$ cat src/rtl/usb_tx_pkg.sv
// rtl/usb_tx_pkg.sv - shared USB transmit-path types and constants
package usb_tx_pkg;

  typedef logic [7:0] byte_t;

  localparam int TX_FIFO_DEPTH_DEFAULT = 64;

endpackage

$ cat src/rtl/tx_fifo_ctrl.sv
// rtl/tx_fifo_ctrl.sv - tx_fifo pointer, occupancy count and empty/full flag control
module tx_fifo_ctrl #(
  parameter  int DEPTH = 64,
  localparam int AW    = $clog2(DEPTH),
  localparam int CW    = AW + 1
) (
  input  logic          clk,
  input  logic          n_rst,
  input  logic          i_wr_req,
  input  logic          i_rd_req,
  input  logic          i_flush,
  output logic          o_wr_en,
  output logic [AW-1:0] o_wr_ptr,
  output logic [AW-1:0] o_rd_ptr,
  output logic [CW-1:0] o_count,
  output logic          o_empty,
  output logic          o_full
);

  logic [AW-1:0] r_wr_ptr, r_rd_ptr;
  logic [CW-1:0] r_count;
  logic          r_empty, r_full;

  logic          w_do_wr, w_do_rd;
  logic [AW-1:0] w_wr_ptr_nxt, w_rd_ptr_nxt;
  logic [CW-1:0] w_count_nxt;
  logic          w_empty_nxt, w_full_nxt;

  // A push while full is accepted only alongside a pop: it lands in the slot being freed.
  assign w_do_wr = i_wr_req & (~r_full | i_rd_req);
  assign w_do_rd = i_rd_req & ~r_empty;
  assign o_wr_en = w_do_wr & ~i_flush;

  always_comb begin
    w_wr_ptr_nxt = r_wr_ptr;
    w_rd_ptr_nxt = r_rd_ptr;
    w_count_nxt  = r_count;
    w_empty_nxt  = r_empty;
    w_full_nxt   = r_full;
    if (i_flush) begin
      w_wr_ptr_nxt = '0;
      w_rd_ptr_nxt = '0;
      w_count_nxt  = '0;
      w_empty_nxt  = 1'b1;
      w_full_nxt   = 1'b0;
    end else begin
      if (w_do_wr) w_wr_ptr_nxt = r_wr_ptr + AW'(1);
      if (w_do_rd) w_rd_ptr_nxt = r_rd_ptr + AW'(1);
      w_count_nxt = r_count + CW'(w_do_wr) - CW'(w_do_rd);
      w_empty_nxt = (w_count_nxt == '0);
      w_full_nxt  = (w_count_nxt == CW'(DEPTH));
    end
  end

  always_ff @(posedge clk or negedge n_rst) begin
    if (!n_rst) begin
      r_wr_ptr <= '0;
      r_rd_ptr <= '0;
      r_count  <= '0;
      r_empty  <= 1'b1;
      r_full   <= 1'b0;
    end else begin
      r_wr_ptr <= w_wr_ptr_nxt;
      r_rd_ptr <= w_rd_ptr_nxt;
      r_count  <= w_count_nxt;
      r_empty  <= w_empty_nxt;
      r_full   <= w_full_nxt;
    end
  end

  assign o_wr_ptr = r_wr_ptr;
  assign o_rd_ptr = r_rd_ptr;
  assign o_count  = r_count;
  assign o_empty  = r_empty;
  assign o_full   = r_full;

endmodule

$ cat src/rtl/tx_fifo.sv
// rtl/tx_fifo.sv - first-word fall-through byte FIFO for USB transmit; optional TX_FIFO_FLUSH_EN adds flush
module tx_fifo
  import usb_tx_pkg::*;
#(
  parameter  int DEPTH = TX_FIFO_DEPTH_DEFAULT,
  localparam int AW    = $clog2(DEPTH),
  localparam int CW    = AW + 1
) (
  input  logic          clk,
  input  logic          n_rst,
  input  logic          w_enable,
  input  byte_t         w_data,
  input  logic          r_enable,
`ifdef TX_FIFO_FLUSH_EN
  input  logic          flush,
`endif
  output byte_t         r_data,
  output logic          empty,
  output logic          full,
  output logic [CW-1:0] count
);

  byte_t         r_mem [DEPTH];
  logic          w_flush;
  logic          w_wr_en;
  logic [AW-1:0] w_wr_ptr, w_rd_ptr;

`ifdef TX_FIFO_FLUSH_EN
  assign w_flush = flush;
`else
  assign w_flush = 1'b0;
`endif

  tx_fifo_ctrl #(.DEPTH(DEPTH)) u_ctrl (
    .clk      (clk),
    .n_rst    (n_rst),
    .i_wr_req (w_enable),
    .i_rd_req (r_enable),
    .i_flush  (w_flush),
    .o_wr_en  (w_wr_en),
    .o_wr_ptr (w_wr_ptr),
    .o_rd_ptr (w_rd_ptr),
    .o_count  (count),
    .o_empty  (empty),
    .o_full   (full)
  );

  // Storage is not reset; the pointers and empty flag alone decide what is valid.
  always_ff @(posedge clk) begin
    if (w_wr_en) r_mem[w_wr_ptr] <= w_data;
  end

  assign r_data = empty ? 8'h00 : r_mem[w_rd_ptr];

endmodule
$ cat config.mk
export PLATFORM = sky130hd
export DESIGN_NAME = tx_fifo
export DESIGN_NICKNAME = d
export VERILOG_FILES = /design/src/rtl/usb_tx_pkg.sv /design/src/rtl/tx_fifo_ctrl.sv /design/src/rtl/tx_fifo.sv
export SDC_FILE = /design/constraint.sdc
export NUM_CORES = 1
export LEC_CHECK = 0
export ABC_AREA = 1
export BUFFER_PORTS_ARGS = -buffer_cell sky130_fd_sc_hd__buf_2
export CAP_MARGIN = 20
export CORE_MARGIN = 3
export CORE_UTILIZATION = 55
export CTS_BUF_LIST = sky130_fd_sc_hd__clkbuf_8
export DETAILED_ROUTE_END_ITERATION = 10
export GPL_ROUTABILITY_DRIVEN = 0
export PLACE_DENSITY_LB_ADDON = 0.15
export SETUP_SLACK_MARGIN = 0.02
export SYNTH_ARGS = -nofsm -noshare
export SYNTH_HDL_FRONTEND = slang
export SYNTH_HIERARCHICAL = 1
export SYNTH_SLANG_ARGS = --single-unit
$ cat constraint.sdc
create_clock -name clk -period 2.2 [get_ports clk]
set_clock_uncertainty 0.05 [all_clocks]
set_input_delay 0 -clock clk [delete_from_list [all_inputs] [get_ports clk]]
set_output_delay 0 -clock clk [all_outputs]
set_load 0.05 [all_outputs]
==> impl_metrics.ini <==
[run_status]
status = finished with violations
violations = setup timing

[final_layout]
area_growth_pct = 24.7
final_common_cell = nand2_1
fillers = 2719
layout-drive-gt1-share = 0.240
layoutNonFillerInstCount = 2788
mostFrequentLayoutCells = nand2_1, edfxtp_1, nand3_1
nNetsFinal = 2222
antenna_cells = 0
seq_area_um2 = 15900
multi_input_area_um2 = 6470

[clock_tree]
cts_max_path_buffers = 3
clock_sinks = 533
ctsHtreeMaxLevel = 3
cts_buffers = 87
insertion_delay_ns = 0.64
path_clk_slew_ns = 0.05
cts_tree = built
cts_root_buf = clkbuf_8

[worst_setup_path]
endpoint = r_data[5]
critPathCaptureType = output pin
r2r-start = u_ctrl/o_empty
r2r_setup_slack_ns = -0.02
cp.arrival_ns = 2.75
start_kind = flip-flop
crit_start = u_ctrl/o_rd_ptr[0]
crit_fanout = 6
r2r.worst_path.cells = 12
crit_type = flip-flop to output pin
r2r_end = u_ctrl/o_empty
required_ns = 2.15

[drt]
drt-total-wl_mm = 59.8
ant_nets = 0
routedWlPerCell_um = 21.4
via_per_inst = 5.72
drt_first_pass_iters = 8
route.vias.total = 15936
drc = 0
first_iter_violations = 1582

[place]
dp_hpwl_mm = 33.6
port_buffers = 28
dp_cells = 2559

[synth]
async_flop_share = 0.0394
netlist_instances = 1960
synthFlopType = edfxtp_1
yosysTopAreaCell = edfxtp_1
synthesis.nets = 1982
synth.top_cell.area_share = 0.688
synth_edf_count = 512
yosysWarnings = 6
yosysUniqueCellTypes = 33
syn-cell-area_um2 = 22400
ys_seq_area_frac = 0.711
synth_area_leaders = edfxtp_1, nand2_1, nand3_1
ys_seq_elements = 533
syn-mean-instance-area_um2 = 11.4

[grt]
grt_max_degree = 65
antenna_found_initial = 0
globalRouteOverflowTotal = 0
grt_pass1_wl_mm = 89.9
grt_pass1_vias = 15480
track_usage = 0.271

[timing]
holdWs_ns = 0.360
finalCriticalPeriod_ns = 2.80
post-route-period-util = 1.27
hold_viol_final = 0
drv_slew = 0
rsz0062_at_grt = true
post-route-worst-setup-slack_ns = -0.596
relSlewSlack = 0.286
max_slew.worst_pin.slew_ns = 1.07
setup_violations = 9
fmax_mhz = 358

[power_and_ir_drop]
power_density_nw_per_um2 = 814
p_leak_nw = 10.6
vdd_drop_max_uv = 854

[floorplan]
dieArea_um2 = 43100
core_area_um2 = 39900
die_y_um = 208
rows = 73
die_w_um = 208
boundaryPins = 29
start_util = 0.560

[min_path]
worstHoldPathType = input pin to asynchronous set/reset pin

[job]
maxCapViolCount = 0
kinds of logic after synthesis:
group / after synthesis / share of synthesized area
AO/OA/AOI/OAI: 29 / 0.00700
XOR/XNOR: 2 / 0.000784
adder cells (fa/ha/maj): 10 / 0.00593
buffers and inverters: 160 / 0.0398
flip-flops: 533 / 0.711
other: 1 / 0.000168
AND/OR/NAND/NOR: 1225 / 0.235
per-layer routing:
layer | part of all wire | vias to the layer above | global-route usage
met4 | 0.026 | 0 | 0.0974
met5 | 0 | - | 0
met2 | 0.48 | 732 | 0.433
met3 | 0.085 | 120 | 0.0576
li1 | - | 7357 | -
met1 | 0.41 | 7727 | 0.374
through the flow:
| stage | setup WS (ns) | TNS (ns) | area (µm²) | power, mW | util |
|---|---|---|---|---|---|
| global placement | -0.174 | -1.13 | 24300 | 14.3 | 0.609 |
| global route | -0.672 | -5.43 | 27900 | 23.5 | 0.699 |
| finish | -0.596 | -4.40 | 27900 | 22.7 | 0.699 |
| detailed placement | -0.192 | -1.33 | 24300 | 14.4 | 0.609 |
| floorplan | -0.403 | -25.01 | 22600 | 13.3 | - |
| CTS | -0.589 | -4.72 | 27400 | 22.6 | 0.686 |
flip-flops by register name, summed over array words and instances, names as in the netlist:
name             cells
u_ctrl/o_count       7
u_ctrl/o_empty       1
u_ctrl/o_full        1
u_ctrl/o_rd_ptr      6
u_ctrl/o_wr_ptr      6
r_mem              512
area by class of cell:
| class | count | share of cell area |
|---|---|---|
| timing repair inverter | 3 | 0.00238 |
| inverter | 43 | 0.00682 |
| sequential | 533 | 0.571 |
| multi-input combinational | 1268 | 0.232 |
| clock buffer | 90 | 0.0444 |
| tap | 525 | 0.0236 |
| timing repair buffer | 264 | 0.110 |
| clock inverter | 62 | 0.0102 |
what timing repair did:
action,in CTS,in global routing
gates cloned,18,5
pin swaps,57,61
hold buffers,14,0
buffers inserted,33,9
gates resized for setup,141,85
endpoints found under the setup margin,11,75
endpoints found under the hold margin,331,0
worst min-delay path by stage:
stage,to,from
after global routing,u_ctrl/o_empty,n_rst
after floorplan,u_ctrl/o_count[0],n_rst
after CTS,u_ctrl/o_empty,n_rst
after global placement,u_ctrl/o_count[6],n_rst
final,u_ctrl/o_empty,n_rst
after detailed placement,u_ctrl/o_rd_ptr[1],n_rst
critical path, cell delays in order, from the launching register on:
cell and delay, ns:
dfrtp_4 0.52, buf_12 0.18, clkinv_16 0.08, buf_16 0.13, buf_12 0.11, buf_6 0.10, nand2_1 0.06, nand3_1 0.07
nand3_1 0.07, nand2_1 0.08, nand2_2 0.07, nand3_2 0.09, nand3_2 0.09, a21oi_2 0.19, buf_6 0.13, buf_12 0.13
cell usage after synthesis (12+ instances only):
cell,instances
buf_2,33
a21oi_1,18
nand3_1,455
dfrtp_1,20
buf_1,23
nand2_1,671
nand4_1,12
buf_6,24
clkbuf_1,25
nor2_1,72
inv_1,40
edfxtp_1,512
where the power goes:
group / switching, mW / internal (mW)
Clock: 3.80 / 3.89
Sequential: 0.0709 / 11.2
Combinational: 2.28 / 1.46
Total: 6.15 / 16.5
(Power assumes the default switching activity.)
